## config.mk

```make
export PLATFORM = sky130hd
export DESIGN_NAME = alarm_scheduler_flat
export DESIGN_NICKNAME = d
export VERILOG_FILES = /design/src/rtl/alarm_scheduler_if.sv /design/src/rtl/alarm_scheduler.sv /design/src/flat_wrapper.sv
export SDC_FILE = /design/constraint.sdc
export NUM_CORES = 1
export LEC_CHECK = 0
export ABC_AREA = 0
export CORE_UTILIZATION = 26
export DETAILED_ROUTE_END_ITERATION = 6
export GPL_TIMING_DRIVEN = 1
export HOLD_SLACK_MARGIN = 0.05
export PLACE_DENSITY = 0.43
export SLEW_MARGIN = 15
export SYNTH_ARGS = -nofsm -noshare
export SYNTH_HDL_FRONTEND = slang
export SYNTH_SLANG_ARGS = --single-unit
```

## constraint.sdc

```tcl
create_clock -name clk_1s -period 3.9 [get_ports clk_1s]
set_clock_uncertainty 0.15 [all_clocks]
set_input_delay 0.78 -clock clk_1s [delete_from_list [all_inputs] [get_ports clk_1s]]
set_output_delay 0.78 -clock clk_1s [all_outputs]
set_load 0.02 [all_outputs]
```

## src/rtl/alarm_scheduler_if.sv

```systemverilog
// Alarm scheduler bus: running time in, slot programming and user controls in,
// ring/snooze status out.
interface alarm_scheduler_if #(
  parameter int NUM_SLOTS = 4,
  parameter int SLOT_W    = 2
);
  logic [1:0]           cur_h1;
  logic [3:0]           cur_h0, cur_m1, cur_m0, cur_s1, cur_s0;
  logic                 wr_en;
  logic [SLOT_W-1:0]    wr_slot;
  logic [1:0]           wr_h1;
  logic [3:0]           wr_h0, wr_m1, wr_m0;
  logic                 wr_arm;
  logic                 snooze_req, stop_req;
  logic                 alarm;
  logic [SLOT_W-1:0]    active_slot;
  logic                 snoozing;
  logic [NUM_SLOTS-1:0] armed_mask;
  logic                 wr_err;

  modport master (
    output cur_h1, cur_h0, cur_m1, cur_m0, cur_s1, cur_s0,
    output wr_en, wr_slot, wr_h1, wr_h0, wr_m1, wr_m0, wr_arm,
    output snooze_req, stop_req,
    input  alarm, active_slot, snoozing, armed_mask, wr_err
  );

  modport slave (
    input  cur_h1, cur_h0, cur_m1, cur_m0, cur_s1, cur_s0,
    input  wr_en, wr_slot, wr_h1, wr_h0, wr_m1, wr_m0, wr_arm,
    input  snooze_req, stop_req,
    output alarm, active_slot, snoozing, armed_mask, wr_err
  );
endinterface

```

## src/rtl/alarm_scheduler.sv

```systemverilog
// Multi-slot BCD alarm: per-slot time compare, lowest-index arbitration,
// and a ring / snooze / auto-timeout sequencer.
module alarm_slot (
  input  logic        clk_1s,
  input  logic        reset,
  input  logic        we_i,
  input  logic        arm_i,
  input  logic [13:0] time_i,
  input  logic [13:0] cur_i,
  input  logic        on_min_i,
  output logic        armed_o,
  output logic        match_o
);
  logic [13:0] time_q;
  logic        armed_q;

  always_ff @(posedge clk_1s or posedge reset) begin
    if (reset) begin
      time_q  <= '0;
      armed_q <= 1'b0;
    end else if (we_i) begin
      time_q  <= time_i;
      armed_q <= arm_i;
    end
  end

  assign armed_o = armed_q;
  assign match_o = armed_q && on_min_i && (cur_i == time_q);
endmodule

module alarm_scheduler #(
  parameter int NUM_SLOTS  = 4,
  parameter int SLOT_W     = 2,
  parameter int SNOOZE_SEC = 300,
  parameter int RING_SEC   = 60
) (
  input logic               clk_1s,
  input logic               reset,
  alarm_scheduler_if.slave  bus
);
  localparam int MAX_SEC = (SNOOZE_SEC > RING_SEC) ? SNOOZE_SEC : RING_SEC;
  localparam int CNT_W   = $clog2(MAX_SEC + 1);
  localparam logic [CNT_W-1:0] RING_LAST = CNT_W'(RING_SEC - 1);
  localparam logic [CNT_W-1:0] SNZ_INIT  = CNT_W'(SNOOZE_SEC - 1);

  typedef enum logic [1:0] {IDLE, RING, SNOOZE} state_e;

  state_e             state_q, state_d;
  logic [CNT_W-1:0]   ring_cnt_q, ring_cnt_d, snz_cnt_q, snz_cnt_d;
  logic [SLOT_W-1:0]  slot_q, slot_d;
  logic               alarm_q, snz_q, wr_err_q;
  logic [13:0]        wr_time, cur_time;
  logic               time_ok, slot_ok, wr_ok, on_min, cancel;
  logic [NUM_SLOTS-1:0] match, armed, slot_we;
  logic               win_vld;
  logic [SLOT_W-1:0]  win_idx;

  assign wr_time  = {bus.wr_h1, bus.wr_h0, bus.wr_m1, bus.wr_m0};
  assign cur_time = {bus.cur_h1, bus.cur_h0, bus.cur_m1, bus.cur_m0};
  assign on_min   = (bus.cur_s1 == 4'd0) && (bus.cur_s0 == 4'd0);
  assign time_ok  = ((bus.wr_h1 < 2'd2 && bus.wr_h0 <= 4'd9) ||
                     (bus.wr_h1 == 2'd2 && bus.wr_h0 <= 4'd3)) &&
                    (bus.wr_m1 <= 4'd5) && (bus.wr_m0 <= 4'd9);
  assign slot_ok  = 32'(bus.wr_slot) < 32'(NUM_SLOTS);
  assign wr_ok    = bus.wr_en && time_ok && slot_ok;

  for (genvar i = 0; i < NUM_SLOTS; i++) begin : g_slot
    assign slot_we[i] = wr_ok && (bus.wr_slot == SLOT_W'(i));
    alarm_slot u_slot (
      .clk_1s   (clk_1s),
      .reset    (reset),
      .we_i     (slot_we[i]),
      .arm_i    (bus.wr_arm),
      .time_i   (wr_time),
      .cur_i    (cur_time),
      .on_min_i (on_min),
      .armed_o  (armed[i]),
      .match_o  (match[i])
    );
  end

  // Lowest index wins; scanning downward leaves it as the last assignment.
  always_comb begin
    win_vld = 1'b0;
    win_idx = '0;
    for (int i = NUM_SLOTS - 1; i >= 0; i--) begin
      if (match[i]) begin
        win_vld = 1'b1;
        win_idx = SLOT_W'(i);
      end
    end
  end

  // Disarming the slot that is ringing/snoozing silences it outright.
  assign cancel = wr_ok && !bus.wr_arm && (bus.wr_slot == slot_q) && (state_q != IDLE);

  always_comb begin
    state_d    = state_q;
    ring_cnt_d = ring_cnt_q;
    snz_cnt_d  = snz_cnt_q;
    slot_d     = slot_q;
    case (state_q)
      IDLE: begin
        if (win_vld) begin
          state_d    = RING;
          ring_cnt_d = '0;
          slot_d     = win_idx;
        end
      end
      RING: begin
        ring_cnt_d = ring_cnt_q + CNT_W'(1);
        if (bus.stop_req) begin
          state_d = IDLE;
        end else if (bus.snooze_req) begin
          state_d   = SNOOZE;
          snz_cnt_d = SNZ_INIT;
        end else if (ring_cnt_q == RING_LAST) begin
          state_d = IDLE;
        end
      end
      SNOOZE: begin
        if (bus.stop_req) begin
          state_d = IDLE;
        end else if (snz_cnt_q == '0) begin
          state_d    = RING;
          ring_cnt_d = '0;
        end else begin
          snz_cnt_d = snz_cnt_q - CNT_W'(1);
        end
      end
      default: state_d = IDLE;
    endcase
    if (cancel) state_d = IDLE;
  end

  always_ff @(posedge clk_1s or posedge reset) begin
    if (reset) begin
      state_q    <= IDLE;
      ring_cnt_q <= '0;
      snz_cnt_q  <= '0;
      slot_q     <= '0;
      alarm_q    <= 1'b0;
      snz_q      <= 1'b0;
      wr_err_q   <= 1'b0;
    end else begin
      state_q    <= state_d;
      ring_cnt_q <= ring_cnt_d;
      snz_cnt_q  <= snz_cnt_d;
      slot_q     <= slot_d;
      alarm_q    <= (state_d == RING);
      snz_q      <= (state_d == SNOOZE);
      wr_err_q   <= bus.wr_en && !wr_ok;
    end
  end

  assign bus.alarm       = alarm_q;
  assign bus.snoozing    = snz_q;
  assign bus.active_slot = slot_q;
  assign bus.armed_mask  = armed;
  assign bus.wr_err      = wr_err_q;
endmodule

```

## src/flat_wrapper.sv

```systemverilog
// flat-port wrapper written by rule: the top's interface ports become plain ports
module alarm_scheduler_flat 
#(
  parameter int NUM_SLOTS  = 4,
  parameter int SLOT_W     = 2,
  parameter int SNOOZE_SEC = 300,
  parameter int RING_SEC   = 60
)
  (clk_1s, reset, bus_cur_h1, bus_cur_h0, bus_cur_m1, bus_cur_m0, bus_cur_s1, bus_cur_s0, bus_wr_en, bus_wr_slot, bus_wr_h1, bus_wr_h0, bus_wr_m1, bus_wr_m0, bus_wr_arm, bus_snooze_req, bus_stop_req, bus_alarm, bus_active_slot, bus_snoozing, bus_armed_mask, bus_wr_err);
  alarm_scheduler_if #(.NUM_SLOTS(NUM_SLOTS), .SLOT_W(SLOT_W)) bus_i ();
  input logic clk_1s;
  input logic reset;
  input wire logic [$bits(bus_i.cur_h1)-1:0] bus_cur_h1;
  input wire logic [$bits(bus_i.cur_h0)-1:0] bus_cur_h0;
  input wire logic [$bits(bus_i.cur_m1)-1:0] bus_cur_m1;
  input wire logic [$bits(bus_i.cur_m0)-1:0] bus_cur_m0;
  input wire logic [$bits(bus_i.cur_s1)-1:0] bus_cur_s1;
  input wire logic [$bits(bus_i.cur_s0)-1:0] bus_cur_s0;
  input wire logic [$bits(bus_i.wr_en)-1:0] bus_wr_en;
  input wire logic [$bits(bus_i.wr_slot)-1:0] bus_wr_slot;
  input wire logic [$bits(bus_i.wr_h1)-1:0] bus_wr_h1;
  input wire logic [$bits(bus_i.wr_h0)-1:0] bus_wr_h0;
  input wire logic [$bits(bus_i.wr_m1)-1:0] bus_wr_m1;
  input wire logic [$bits(bus_i.wr_m0)-1:0] bus_wr_m0;
  input wire logic [$bits(bus_i.wr_arm)-1:0] bus_wr_arm;
  input wire logic [$bits(bus_i.snooze_req)-1:0] bus_snooze_req;
  input wire logic [$bits(bus_i.stop_req)-1:0] bus_stop_req;
  output wire logic [$bits(bus_i.alarm)-1:0] bus_alarm;
  output wire logic [$bits(bus_i.active_slot)-1:0] bus_active_slot;
  output wire logic [$bits(bus_i.snoozing)-1:0] bus_snoozing;
  output wire logic [$bits(bus_i.armed_mask)-1:0] bus_armed_mask;
  output wire logic [$bits(bus_i.wr_err)-1:0] bus_wr_err;
  assign bus_i.cur_h1 = bus_cur_h1;
  assign bus_i.cur_h0 = bus_cur_h0;
  assign bus_i.cur_m1 = bus_cur_m1;
  assign bus_i.cur_m0 = bus_cur_m0;
  assign bus_i.cur_s1 = bus_cur_s1;
  assign bus_i.cur_s0 = bus_cur_s0;
  assign bus_i.wr_en = bus_wr_en;
  assign bus_i.wr_slot = bus_wr_slot;
  assign bus_i.wr_h1 = bus_wr_h1;
  assign bus_i.wr_h0 = bus_wr_h0;
  assign bus_i.wr_m1 = bus_wr_m1;
  assign bus_i.wr_m0 = bus_wr_m0;
  assign bus_i.wr_arm = bus_wr_arm;
  assign bus_i.snooze_req = bus_snooze_req;
  assign bus_i.stop_req = bus_stop_req;
  assign bus_alarm = bus_i.alarm;
  assign bus_active_slot = bus_i.active_slot;
  assign bus_snoozing = bus_i.snoozing;
  assign bus_armed_mask = bus_i.armed_mask;
  assign bus_wr_err = bus_i.wr_err;
  alarm_scheduler #(.NUM_SLOTS(NUM_SLOTS), .SLOT_W(SLOT_W), .SNOOZE_SEC(SNOOZE_SEC), .RING_SEC(RING_SEC)) u_core (.clk_1s(clk_1s), .reset(reset), .bus(bus_i));
endmodule
```

==> key figures <==
Worst setup path
  • Worst EP arrival: 3.23 ns
  • Kind of capture point of the worst setup path: flip-flop
  • Worst Path Max Fanout: 15
  • CP bufs+invs: 1
  • Setup slack on the worst flop-to-flop path: 1.53 ns
  • Number of cells traversed by the worst register-to-register path: 8
  • Critical R2R Launch: u_core.snz_cnt_q[0]
  • Reg2Reg Capture Point: u_core.snz_cnt_q[6]
  • Cell chain of the critical path: clkdlybuf4s50_1 -> o22a_1 -> o22ai_1 -> and3_1 -> nand4b_2 -> mux2_2
  • Crit path max-delay cell type: sky130_fd_sc_hd__clkdlybuf4s50_1
  • Kind of launch point of the worst setup path: input port
  • Stage delay of the slowest cell on the critical path: 0.58 ns
  • Req. time, crit path: 3.97 ns
  • Setup CP Type: in -> reg
  • Dominant delay contributor by cell family on the critical path: simple AND/OR/NAND/NOR gates

Clock network
  • H-tree levels: 3
  • Post-cts gate resize count: 0
  • Clock slew at the register clock pins of the worst setup and hold paths: 0.07 ns
  • Root buffer cell: sky130_fd_sc_hd__clkbuf_16
  • CTS tree: yes
  • Insertion delay of the later-clocked pin in the worst-skew pair: 0.34 ns
  • Total number of clock tree sinks: 85
  • CTS Hold Bufs: 0
  • Buffers inserted during post-CTS setup optimization: 0
  • Clk buf depth: 2
  • TritonCTS buffer count: 9

Flow run
  • MaxCap Viol Count: 0

Power and ir drop
  • Internal power consumption: 0.00176 W
  • Part of the total power dissipated in combinational logic: 0.192
  • Peak VDD IR: 0.221 mV
  • Part of the total power dissipated in sequential elements: 0.470
  • Sw Ratio: 0.279
  • Net switching power: 0.000680 W
  • Clock power frac: 0.339
  • Power density over the cells: 451 nW/um^2
  • Leakage dissipation: 2.27 nW

Cells and area
  • Final Net Count: 477
  • Highest-count cells in the layout ignoring fill and taps: 85 x sky130_fd_sc_hd__dfrtp_1, 56 x sky130_fd_sc_hd__xnor2_1, 52 x sky130_fd_sc_hd__clkdlybuf4s50_1, 47 x sky130_fd_sc_hd__mux2_2, 24 x sky130_fd_sc_hd__nor2_1
  • Number of inserted diodes: 0
  • Ratio of cells with drive above 1 in the final layout: 0.193
  • Fill cell total of the finished layout: 1665
  • Finished Layout Cells: 655
  • Area delta synth->final: 21.9%
  • Commonest non-fill, non-tap cell in the layout: sky130_fd_sc_hd__dfrtp_1
  • Reg area: 2130 sq um
  • Final Core Density: 0.325
  • Area taken by multi-input logic gates: 2150 sq um

Global route
  • Total global routing track utilization: 0.132
  • Pin count of the biggest net entering global routing: 44
  • Number of antenna violations at the first check in global routing: 0
  • Total grt overflow: 0
  • First-pass GRT wire length: 17.5 mm
  • Via count of the first global-routing pass: 3080

Place
  • Number of port buffers: 52
  • Placed cells: 639
  • Detailed placement HPWL: 7.70 mm
  • Final weighted congestion in routability-driven placement: 0.790

Min path
  • Hold EP: u_core.g_slot[3].u_slot.time_q[7]
  • Worst Hold Path Cells: 1
  • Start point of the worst min-delay path: u_core.g_slot[3].u_slot.time_q[7]
  • Worst hold path class: reg -> reg

Logic synthesis
  • Mapped Cells: 391
  • Cell area after technology mapping: 4440 sq um
  • Synth Warn #: 0
  • Number of unique standard cell types used by synthesis: 50
  • Synth async-reset ratio: 1.00
  • Top flip-flop cell by instance count after synthesis: sky130_fd_sc_hd__dfrtp_1
  • Synth Area per Inst: 11.4 sq um
  • Number of enable flip-flop cells after synthesis: 0
  • Post-synthesis sequential area ratio: 0.479
  • Synthesized net count: 438
  • Synth Register Bits: 85

STA
  • Count of endpoints failing hold in the final timing report: 0
  • Summed negative setup slack over all endpoints: 0 ns
  • Setup repair after global routing missed its margin: no
  • Slew at the pin with the worst max-slew slack: 1.01 ns
  • Share of the clock period used by the worst path: 0.811
  • Final Setup Violations: 0
  • Slew Limit Fails: 0
  • Maximum achievable frequency: 316 MHz
  • Headroom to the max-slew limit: 0.324
  • Time the final worst path needs with I/O delays and setup: 3.16 ns

Floorplan
  • Starting density of the core: 0.267
  • Count of boundary I/O pins: 53
  • Die Ht: 133 um
  • Placeable Area: 16600 sq um
  • Row count: 47
  • X dimension of the die: 133 um
  • Die footprint: 17600 sq um

Drt
  • DRT Wirelength: 10.7 mm
  • Detail-routed via count per cell: 4.54
  • Via count: 2971
  • Post-DRT Antenna Nets: 0
  • DRC violation total after the first TritonRoute iteration: 113
  • Wirelength per Cell: 16.4 um
  • DR DRC count: 0
  • Iteration count of the initial detailed-routing pass: 4

Status
  • Result of the run: complete, no violations
==> power groups by stage <==
stage	logic, W	registers (W)	clock network, W
after floorplan	0.000348	0.00114	0
after global placement	0.000469	0.00116	0
after detailed placement	0.000473	0.00116	0
after CTS	0.000476	0.00115	0.000863
after global routing	0.000516	0.00117	0.000894
final	0.000467	0.00115	0.000826
==> registers in the layout (all words and copies together), names as in the netlist <==
register and count:
u_core.bus.wr_err 1, u_core.snz_cnt_q 9, u_core.bus.active_slot 2, u_core.g_slot.u_slot.time_q 56, u_core.state_q 2, u_core.g_slot.u_slot.armed_o 4, u_core.bus.snoozing 1, u_core.ring_cnt_q 9
u_core.bus.alarm 1
==> cell usage after synthesis, types with 5 or more instances <==
master,n,area (sq um)
sky130_fd_sc_hd__a21oi_1,6,30.0
sky130_fd_sc_hd__a31oi_1,5,31.3
sky130_fd_sc_hd__and2_1,5,31.3
sky130_fd_sc_hd__and3_1,5,31.3
sky130_fd_sc_hd__buf_4,5,37.5
sky130_fd_sc_hd__clkbuf_1,15,56.3
sky130_fd_sc_hd__dfrtp_1,85,2130
sky130_fd_sc_hd__mux2_2,47,529
sky130_fd_sc_hd__mux2_4,9,135
sky130_fd_sc_hd__nand2_1,21,78.8
sky130_fd_sc_hd__nand3_1,7,35.0
sky130_fd_sc_hd__nand4_1,19,119
sky130_fd_sc_hd__nor2_1,24,90.1
sky130_fd_sc_hd__nor2b_1,5,31.3
sky130_fd_sc_hd__nor3_1,5,25.0
sky130_fd_sc_hd__nor4_1,8,50.1
sky130_fd_sc_hd__o21ai_0,10,50.1
sky130_fd_sc_hd__xnor2_1,56,490
sky130_fd_sc_hd__xor2_1,9,78.8
==> final cells by class <==
| cell class | count | area share |
|---|---|---|
| Clock buffer | 11 | 0.0448 |
| Clock inverter | 5 | 0.00763 |
| Inverter | 4 | 0.00300 |
| Multi-Input combinational cell | 274 | 0.397 |
| Sequential cell | 85 | 0.393 |
| Tap cell | 220 | 0.0508 |
| Timing Repair Buffer | 56 | 0.104 |
==> through the flow <==
step           instance area [sq um]  hold slack [ns]  total power [W]  setup WS [ns]
4_1_cts                         5410            0.363          0.00249          0.742
2_1_floorplan                   4440            0.325          0.00148          0.777
3_3_place_gp                    5130            0.346          0.00163          0.371
5_1_grt                         5410            0.391          0.00258          0.649
3_5_place_dp                    5130            0.345          0.00164          0.376
6_report                        5410            0.355          0.00244          0.736
==> layer usage <==
layer  wire length (um)  global-route usage  vias up
li1                   -                   -     1440
met1               5200               0.176     1476
met2               5090               0.213       50
met3                364              0.0387        5
met4                 93              0.0287        0
met5                  0                   0        -
==> how the worst max path moves through the flow <==
| stage | startpoint | slack [ns] | end | depth (start not counted) |
|---|---|---|---|---|
| final | bus_wr_h1[1] | 0.74 | u_core.g_slot[2].u_slot.armed_o | 6 |
| after global routing | bus_wr_h1[1] | 0.65 | u_core.g_slot[2].u_slot.time_q[2] | 6 |
| after CTS | bus_wr_h1[1] | 0.74 | u_core.g_slot[2].u_slot.time_q[11] | 6 |
| after detailed placement | bus_wr_h1[1] | 0.38 | u_core.g_slot[2].u_slot.time_q[11] | 6 |
| after global placement | bus_wr_h1[1] | 0.37 | u_core.g_slot[2].u_slot.time_q[3] | 6 |
| after floorplan | reset | 0.78 | u_core.bus.active_slot[0] | 1 |
==> worst reg2reg max path, stage by stage, from the launching register on <==
cell                      delay (ns)
sky130_fd_sc_hd__dfrtp_1        0.40
sky130_fd_sc_hd__inv_1          0.08
sky130_fd_sc_hd__ha_1           0.20
sky130_fd_sc_hd__nor4b_1        0.15
sky130_fd_sc_hd__a21bo_2        0.21
sky130_fd_sc_hd__a21oi_1        0.62
sky130_fd_sc_hd__nand4_1        0.21
sky130_fd_sc_hd__xor2_1         0.17
sky130_fd_sc_hd__nor2_1         0.05
==> kinds of logic after synthesis <==
kind of cell,after synthesis,share of synthesized area
AOI/OAI and AO/OA,38,0.0552
xor gates and xnor gates,65,0.128
adders and majority gates,3,0.00845
buffers and inverters,32,0.0377
DFF,85,0.479
muxes,56,0.150
and+or+nand+nor,112,0.142
No activity file was read; power rests on OpenSTA's default activity.
